File: src/rtl/mu0_pkg.sv
// mu0_pkg: shared definitions for the MU0 accumulator CPU.
//   ADDR_W / DATA_W : word-address and data widths
//   opcode_e        : 4-bit instruction opcodes (8..15 are executed as STP)
//   state_e         : control FSM states
//   jump_taken()    : branch decision for JMP/JGE/JNE given the current ACC
package mu0_pkg;

  localparam int ADDR_W = 12;
  localparam int DATA_W = 16;

  typedef enum logic [3:0] {
    OP_LDA = 4'h0,
    OP_STA = 4'h1,
    OP_ADD = 4'h2,
    OP_SUB = 4'h3,
    OP_JMP = 4'h4,
    OP_JGE = 4'h5,
    OP_JNE = 4'h6,
    OP_STP = 4'h7
  } opcode_e;

  typedef enum logic [1:0] {
    ST_FETCH  = 2'd0,
    ST_DECODE = 2'd1,
    ST_EXEC   = 2'd2,
    ST_HALTED = 2'd3
  } state_e;

  // Branch decision; ACC is the value held during DECODE.
  function automatic logic jump_taken(input opcode_e op, input logic [DATA_W-1:0] acc);
    logic taken;
    case (op)
      OP_JMP:  taken = 1'b1;
      OP_JGE:  taken = (acc[DATA_W-1] == 1'b0);
      OP_JNE:  taken = (acc != {DATA_W{1'b0}});
      default: taken = 1'b0;
    endcase
    return taken;
  endfunction

endpackage

File: src/rtl/cpu_mu0_delay1.sv
// cpu_mu0_delay1: MU0 accumulator CPU for a memory with one-cycle read latency.
// Ports:
//   clk       : system clock, rising-edge
//   rst       : asynchronous active-high reset
//   running   : high until an STP (or illegal opcode) has been decoded
//   address   : 12-bit word address to memory
//   write     : store strobe (one cycle per STA)
//   read      : load strobe
//   writedata : store data (the accumulator)
//   readdata  : memory data, valid the cycle after read
// Each instruction is FETCH -> DECODE (-> EXEC for LDA/ADD/SUB). The
// instruction word is decoded straight from readdata in DECODE, so the
// operand access starts in the same cycle the IR is captured.
module cpu_mu0_delay1
  import mu0_pkg::*;
(
  input  logic              clk,
  input  logic              rst,
  output logic              running,
  output logic [ADDR_W-1:0] address,
  output logic              write,
  output logic              read,
  output logic [DATA_W-1:0] writedata,
  input  logic [DATA_W-1:0] readdata
);

  state_e              state_r;
  logic [ADDR_W-1:0]   pc_r;
  logic [DATA_W-1:0]   acc_r;
  logic [DATA_W-1:0]   ir_r;

  opcode_e             dec_op_s;
  logic [ADDR_W-1:0]   dec_s_s;
  opcode_e             exe_op_s;

  assign dec_op_s = opcode_e'(readdata[15:12]);
  assign dec_s_s  = readdata[ADDR_W-1:0];
  assign exe_op_s = opcode_e'(ir_r[15:12]);

  assign running   = (state_r != ST_HALTED);
  assign writedata = acc_r;

  // Memory strobes and address; DECODE outputs follow the word on readdata.
  always_comb begin
    address = pc_r;
    read    = 1'b0;
    write   = 1'b0;
    case (state_r)
      ST_FETCH: begin
        read = 1'b1;
      end
      ST_DECODE: begin
        case (dec_op_s)
          OP_LDA, OP_ADD, OP_SUB: begin
            address = dec_s_s;
            read    = 1'b1;
          end
          OP_STA: begin
            address = dec_s_s;
            write   = 1'b1;
          end
          default: begin
            address = pc_r;
          end
        endcase
      end
      ST_EXEC: begin
        // No access; hold the operand address that was just read.
        address = ir_r[ADDR_W-1:0];
      end
      default: begin
        address = pc_r;
      end
    endcase
  end

  // Control FSM and architectural state (PC, ACC, IR).
  always_ff @(posedge clk or posedge rst) begin
    if (rst) begin
      state_r <= ST_FETCH;
      pc_r    <= {ADDR_W{1'b0}};
      acc_r   <= {DATA_W{1'b0}};
      ir_r    <= {DATA_W{1'b0}};
    end else begin
      case (state_r)
        ST_FETCH: begin
          state_r <= ST_DECODE;
        end
        ST_DECODE: begin
          ir_r <= readdata;
          if (jump_taken(dec_op_s, acc_r)) begin
            pc_r <= dec_s_s;
          end else begin
            pc_r <= pc_r + 12'd1;   // wraps 0xFFF -> 0x000
          end
          case (dec_op_s)
            OP_LDA, OP_ADD, OP_SUB:         state_r <= ST_EXEC;
            OP_STA, OP_JMP, OP_JGE, OP_JNE: state_r <= ST_FETCH;
            default:                        state_r <= ST_HALTED;
          endcase
        end
        ST_EXEC: begin
          case (exe_op_s)
            OP_LDA:  acc_r <= readdata;
            OP_ADD:  acc_r <= acc_r + readdata;
            OP_SUB:  acc_r <= acc_r - readdata;
            default: acc_r <= acc_r;
          endcase
          state_r <= ST_FETCH;
        end
        ST_HALTED: begin
          state_r <= ST_HALTED;
        end
        default: begin
          state_r <= ST_FETCH;
        end
      endcase
    end
  end

endmodule

File: config.mk
export PLATFORM = sky130hd
export DESIGN_NAME = cpu_mu0_delay1
export DESIGN_NICKNAME = d
export VERILOG_FILES = /design/src/rtl/mu0_pkg.sv /design/src/rtl/cpu_mu0_delay1.sv
export SDC_FILE = /design/constraint.sdc
export NUM_CORES = 1
export LEC_CHECK = 0
export CORE_UTILIZATION = 25
export CTS_CLUSTER_DIAMETER = 200
export DETAILED_ROUTE_END_ITERATION = 8
export HOLD_SLACK_MARGIN = 0.1
export SLEW_MARGIN = 20
export SYNTH_ARGS = -nofsm -noshare
export SYNTH_HDL_FRONTEND = slang
export SYNTH_SLANG_ARGS = --single-unit
File: constraint.sdc
create_clock -name clk -period 2.6 [get_ports clk]
set_clock_uncertainty 0.1 [all_clocks]
set_input_delay 0.26 -clock clk [delete_from_list [all_inputs] [get_ports clk]]
set_output_delay 0.26 -clock clk [all_outputs]
set_load 0.1 [all_outputs]
* After elaboration in Yosys (flattened, before gate mapping)
Cells that the tools add are included.
** Cells by class
- Add/subtract/negate cells :: 3
- Eq/ne operators :: 12
- Multiplexer cells :: 12
- Bitwise logic cells :: 1
- Reduce and logical (&&, ||, !) cells :: 9
** Operators with widths (number)
- case mux 16 bit (3 select lines) :: 1
- two-way mux 12 bit :: 2
- case mux 12 bit (2 select lines) :: 1
- adder 16 bit :: 1
- == test 4 x 2 -> 1 bit (second input constant) :: 4
- nonzero test 16 bit :: 1
- subtractor 16 bit :: 1
- adder 12 x 1 -> 12 bit (second input constant) :: 1
- == test 4 x 3 -> 1 bit (second input constant) :: 3
- zero test 4 bit :: 2
- case mux 2 bit (4 select lines) :: 1
- OR reduction 4 bit :: 2
- == test 2 bit (second input constant) :: 2
- == test 4 x 1 -> 1 bit (second input constant) :: 1
- two-way mux 1 bit :: 4
- case mux 2 bit (2 select lines) :: 1
- case mux 1 bit (3 select lines) :: 1
- nonzero test 3 bit :: 1
- OR reduction 3 bit :: 1
- == test 2 x 1 -> 1 bit (second input constant) :: 1
- zero test 2 bit :: 1
- inequality test 2 bit (second input constant) :: 1
- case mux 1 bit (2 select lines) :: 1
- AND reduction 2 bit :: 1
- inverter 1 bit :: 1
** Word-level totals
- Register bits :: 46
- Bits of input ports :: 18
- Output and inout port bits :: 31
- Word-level logic and storage cells :: 41

* Logic depth before layout (Yosys ltp)
Gate-level depths: netlist of the first run.
- Depth after elaboration :: 4
- Gate-level depth with buffers :: 14
- Gate-level depth less buffers :: 14

* Least setup slack after synthesis of the first run
Ideal clock, no wire load.
- Path kind :: reg-to-output
- From :: reg state_r[1]
- To :: out address[10]
- Arrival :: 3334 ps
- Required time :: 2240 ps
- Slack :: -1094 ps
- Cell stages (with the launch flop) :: 7
- Path buffers :: 2
- Path through :: dfrtp_1 -> inv_1 -> ha_1 -> clkbuf_1 -> clkbuf_1 -> inv_1 -> o21ai_0
** Between the ends
- Longest elaborated chain between the ends :: 2
- Elaborated cells between the ends (all ways) :: 3
** RTL lines
- start, declared :: line cpu_mu0_delay1.sv:27 : state_e state_r;
- start signal, assigned :: line cpu_mu0_delay1.sv:80 : state_r <= ST_FETCH;
- start signal, assigned :: line cpu_mu0_delay1.sv:87 : state_r <= ST_DECODE;
- start signal, assigned :: line cpu_mu0_delay1.sv:97 : OP_LDA, OP_ADD, OP_SUB: state_r <= ST_EXEC;
- == test 2 bit / == test 2 x 1 -> 1 bit (equally long branches) :: line cpu_mu0_delay1.sv:48 : case (state_r)
- case mux 12 bit (2 select lines) (*) :: line cpu_mu0_delay1.sv:48
- end, declared :: line cpu_mu0_delay1.sv:20 : output logic [ADDR_W-1:0] address,
Every way passes the cells marked *; elsewhere a longest branch is shown, timed or not.

* Worst setup path after layout of the first run
- From :: reg ir_r[14]
- To :: reg acc_r[10], in the netlist writedata[10]
** Between the ends
- Longest elaborated chain between the ends :: 3
- Elaborated cells between the ends (all ways) :: 6
** RTL lines
- start, declared :: line cpu_mu0_delay1.sv:30 : logic [DATA_W-1:0] ir_r;
- start signal, assigned :: line cpu_mu0_delay1.sv:83 : ir_r <= {DATA_W{1'b0}};
- start signal, assigned :: line cpu_mu0_delay1.sv:90 : ir_r <= readdata;
- == test 4 x 2 -> 1 bit / zero test 4 bit (equally long branches) :: line cpu_mu0_delay1.sv:103 : case (exe_op_s)
- nonzero test 3 bit (no line)
- AND reduction 2 bit (no line)
- end signal, assigned :: line cpu_mu0_delay1.sv:104 : OP_LDA: acc_r <= readdata;
- end signal, assigned :: line cpu_mu0_delay1.sv:105 : OP_ADD: acc_r <= acc_r + readdata;
- end signal, assigned :: line cpu_mu0_delay1.sv:106 : OP_SUB: acc_r <= acc_r - readdata;
- end, declared :: line cpu_mu0_delay1.sv:29 : logic [DATA_W-1:0] acc_r;
Several ways; a longest one is shown, not always the timed one.
A chain may end at the register's enable or synchronous reset.

==> flow_summary.rst, run 1 <==
.. list-table::
   :header-rows: 1

   * - Metric
     - Value
   * - Top Ports
     - 49
   * - Sinks on Clock Net
     - 46
   * - Storage cell area
     - roughly 0.0012 mm2
   * - Crit path kind
     - reg -> reg
   * - DRT iter0 DRCs
     - ~130
   * - Endpoint type of the worst setup path
     - flop
   * - Master cell of the clock root buffer
     - sky130_fd_sc_hd__clkbuf_16
   * - Mean number of vias per cell
     - 5.157
   * - Number of cells traversed by the worst register-to-register path
     - 12
   * - Total DRC errors in the routed layout
     - 0
   * - Clock buffer count from CTS
     - 5
   * - Total Wirelength
     - about 13,000 um
   * - Largest family of logic cells by synthesized area
     - compound AO/OA/AOI/OAI gates
   * - Proportion of register bits with asynchronous set or reset after synthesis
     - between 90% and 100%
   * - Avg WL per Cell
     - 16.60 um
   * - Worst Setup Start Kind
     - flop
   * - Multi-input gate area
     - 0.002606 mm2
   * - Endpoint required time on the critical path
     - 2.70 ns
   * - # setup viols final
     - 11
   * - Pin count of the biggest net entering global routing
     - 33
   * - Fraction of the core area covered by cells at the end of the flow
     - 38.01%
   * - Commonest register cell after synthesis
     - sky130_fd_sc_hd__dfrtp_1
   * - Multiplexer fraction of the synthesized cell area
     - 6.114%
   * - Total Nets Final
     - 608
   * - Compound-Gate Fraction of Synth Area
     - 25.53%
   * - Flop and latch count out of synthesis
     - between 40 and 50
   * - Remaining global-route overflow
     - 0
   * - Cell type of the slowest stage on the worst timing path
     - sky130_fd_sc_hd__dfrtp_1
   * - Instance area at placement
     - about 0.005 mm2
   * - Yosys warnings
     - 0
   * - Min-Delay Path Class
     - in -> async
   * - Synth-to-Final Area Change
     - 48.08%
   * - Clk_lat worst skew
     - roughly 0.30 ns
   * - Parity-gate share of the synthesized area counting xor and xnor cells
     - 5.379%
   * - Number of inserted diodes
     - 0
   * - Accumulated negative setup slack
     - -1.836 ns
   * - Most frequent standard cell in the layout excluding fill and tap cells
     - sky130_fd_sc_hd__buf_4
   * - Critical-path maximum fanout
     - 5
   * - H-tree lvl count
     - 2
   * - Deepest clock path buffer count
     - 2
   * - CTS tree
     - done
   * - Post-Syn Area
     - about 0.0037 mm2
   * - Fraction of layout cells with a size suffix above 1
     - 35.85%
   * - CP peak stage delay
     - around 0.43 ns
   * - Slew at the pin with the worst max-slew slack
     - approximately 0.57 ns
   * - Post-synthesis share of cell area spent on full adders, half adders and majority gates
     - 7.551%
   * - Die W
     - 124.4 um
   * - RSZ-0062 raised after global routing
     - true
   * - Die height
     - between 100 and 150 um
   * - Min Hold Slack
     - 0.1997 ns
   * - Filler cells
     - 1,440
   * - Critical-path cell list
     - nor2_2 > nand2_2 > nor2_4 > a21oi_1 > xnor2_1 > ha_1 > a21oi_1 > o211a_1 > o31a_1 > mux2i_1 > a21oi_2 > o31ai_2
   * - Mapped Avg Cell Area
     - between 8 and 9 um2
   * - Endpoints failing hold
     - 0
   * - Clock transition at the registers of the reported paths
     - 0.06 ns
   * - Pre-Repair DR Iteration Count
     - 4
   * - Max-cap violation count
     - 0
   * - Total Routing Usage GR
     - between 10% and 20%
   * - Status
     - finished with violations
   * - Final Max Tran Viols
     - 0
   * - Final estimated routing congestion in global placement
     - 0.8986
   * - Port bufs
     - 48
   * - Number of different library cells in the post-synthesis netlist
     - 65
   * - Post-synthesis simple-gate area fraction
     - 19.04%
   * - Upper clock frequency limit
     - 348.8 MHz
   * - Violated checks
     - negative setup slack
   * - Starting utilization of the core area
     - 25.67%
   * - Final instance area
     - 0.005545 mm2
   * - Total die area
     - roughly 0.015 mm2
   * - Core Region
     - 0.01459 mm2
   * - Cell Rows
     - 44
   * - Number of flops mapped to enable cells by yosys
     - 0
   * - Part of the Yosys area used for sequential elements
     - 30.74%
   * - Arrival time reported for the critical path endpoint
     - 2.97 ns
   * - First-pass GRT wire length
     - ~21,000 um
   * - Most frequent cells in the layout
     - sky130_fd_sc_hd__buf_4 (112), sky130_fd_sc_hd__nand2_1 (45), sky130_fd_sc_hd__dfrtp_1 (44)
   * - Gate count after technology mapping
     - 445
   * - Via count of the first global-routing pass
     - approximately 4,000
   * - Syn Nets
     - 485
   * - Most frequent cell on the critical path
     - sky130_fd_sc_hd__a21oi_1
   * - Setup WS post-layout
     - -0.2668 ns
   * - Max-slew headroom
     - 61.83%
   * - Time the final worst path needs with I/O delays and setup
     - between 2 and 3 ns
   * - Final worst-path cycle share
     - 110.3%
   * - Post-route ant nets
     - 0
   * - Initial antenna violation count
     - 0
   * - Dpl hpwl
     - between 9000 and 10,000 um
   * - Vias after detailed routing
     - about 3,900
==> cell families after synthesis <==
kind of cell	after synthesis
buffers and inverters	48
adders and majority gates	22
muxes	21
xor gates and xnor gates	23
and+or+nand+nor	143
AOI/OAI and AO/OA	142
DFF	46
==> cell type report <==
| type | instances | area share [%] |
|---|---|---|
| multi-input cells | 351 | 47.00 |
| repair buffers | 146 | 23.83 |
| flip-flops and latches | 46 | 20.80 |
| clock inverters | 2 | 0.6769 |
| well taps | 184 | 4.152 |
| clock buffers | 6 | 2.324 |
| inverters | 18 | 1.218 |
==> metal layers <==
| metal | vias to the layer above | GRT usage (%) | part of all wire [%] |
|---|---|---|---|
| li1 | 1871 | - | - |
| met5 | - | 0 | 0 |
| met1 | 1889 | 21.49 | 46 |
| met3 | 27 | 2.577 | 3.3 |
| met2 | 96 | 27.20 | 48 |
| met4 | 0 | 5.741 | 3.2 |
==> critical path, delay by kind of cell (launching register included) <==
family | cells | cell delay [ns]
muxes | 1 | 0.27
xor gates and xnor gates | 1 | 0.15
adders and majority gates | 1 | 0.34
AOI/OAI and AO/OA | 6 | 1.07
and+or+nand+nor | 3 | 0.43
DFF | 1 | 0.43
==> cell usage after synthesis, drive strengths merged (3+ instances only) <==
library cell | n | area, um2
nor2 | 33 | 123.9
a21oi | 42 | 210.2
nand4 | 4 | 25.02
nor4 | 7 | 56.30
nand2 | 49 | 186.4
nand2b | 6 | 37.54
a221o | 8 | 80.08
o21bai | 3 | 22.52
o21ai | 34 | 173.9
a21o | 9 | 67.56
a22o | 9 | 78.83
nand3 | 11 | 60.06
ha | 21 | 262.8
xor2 | 9 | 78.83
o31ai | 6 | 68.81
mux2 | 15 | 168.9
buf | 13 | 78.82
and3 | 16 | 105.1
o22ai | 7 | 43.79
xnor2 | 14 | 122.6
inv | 18 | 67.56
dfrtp | 46 | 1151
o41ai | 3 | 26.28
clkbuf | 17 | 65.06
nor3 | 8 | 45.04
a22oi | 4 | 30.03
mux2i | 6 | 60.06
==> registers in the layout, summed over array words and instances, names as in the netlist <==
| name | flops |
|---|---|
| writedata | 16 |
| pc_r | 12 |
| ir_r | 16 |
| state_r | 2 |
==> what timing repair did <==
| item | CTS | global route |
|---|---|---|
| gates resized for setup | 23 | 16 |
| setup buffers | 5 | 10 |
| hold buffers | 0 | 0 |
| cloned | 0 | 0 |
| setup endpoints to repair | 10 | 11 |
| hold endpoints to repair | 0 | 0 |
| pin swaps | 26 | 19 |
==> final timing paths <==
| path | startpoint | endpoint | slack (ns) |
|---|---|---|---|
| min in group clk | readdata[1] | ir_r[1]$_DFFE_PP0P_ | 0.38 |
| worst max-delay path | ir_r[14]$_DFFE_PP0P_ | writedata[10]$_DFFE_PP0P_ | -0.27 |
| worst max register to register | ir_r[14]$_DFFE_PP0P_ | writedata[10]$_DFFE_PP0P_ | -0.27 |
| max in group asynchronous | rst | ir_r[15]$_DFFE_PP0P_ | 1.67 |
| worst min register to register | ir_r[4]$_DFFE_PP0P_ | ir_r[4]$_DFFE_PP0P_ | 0.40 |
| worst min-delay path | rst | pc_r[1]$_DFFE_PP0P_ | 0.20 |
==> stage by stage <==
stage,setup WS [ns],std cells
after global routing,-0.3759,753
after global placement,-0.6393,731
final,-0.2668,753
after detailed placement,-0.7102,731
after CTS,-0.1646,744
after floorplan,-0.3616,445
Power of run 1 is left out: the tool's default activity adds up to more than one toggle a clock period on the data nets, which glitch-free logic cannot reach.
==> run 2: changes to the inputs <==
--- a/config.mk
+++ b/config.mk
@@ -7,6 +7,7 @@
 export LEC_CHECK = 0
 export CORE_UTILIZATION = 25
 export CTS_CLUSTER_DIAMETER = 200
+export CTS_CLUSTER_SIZE = 16
 export DETAILED_ROUTE_END_ITERATION = 8
 export HOLD_SLACK_MARGIN = 0.1
 export SLEW_MARGIN = 20
==> results of run 2 <==
The final DEF is identical to that of run 1; final timing and power are the same.
Power of run 2 is left out for the same reason.
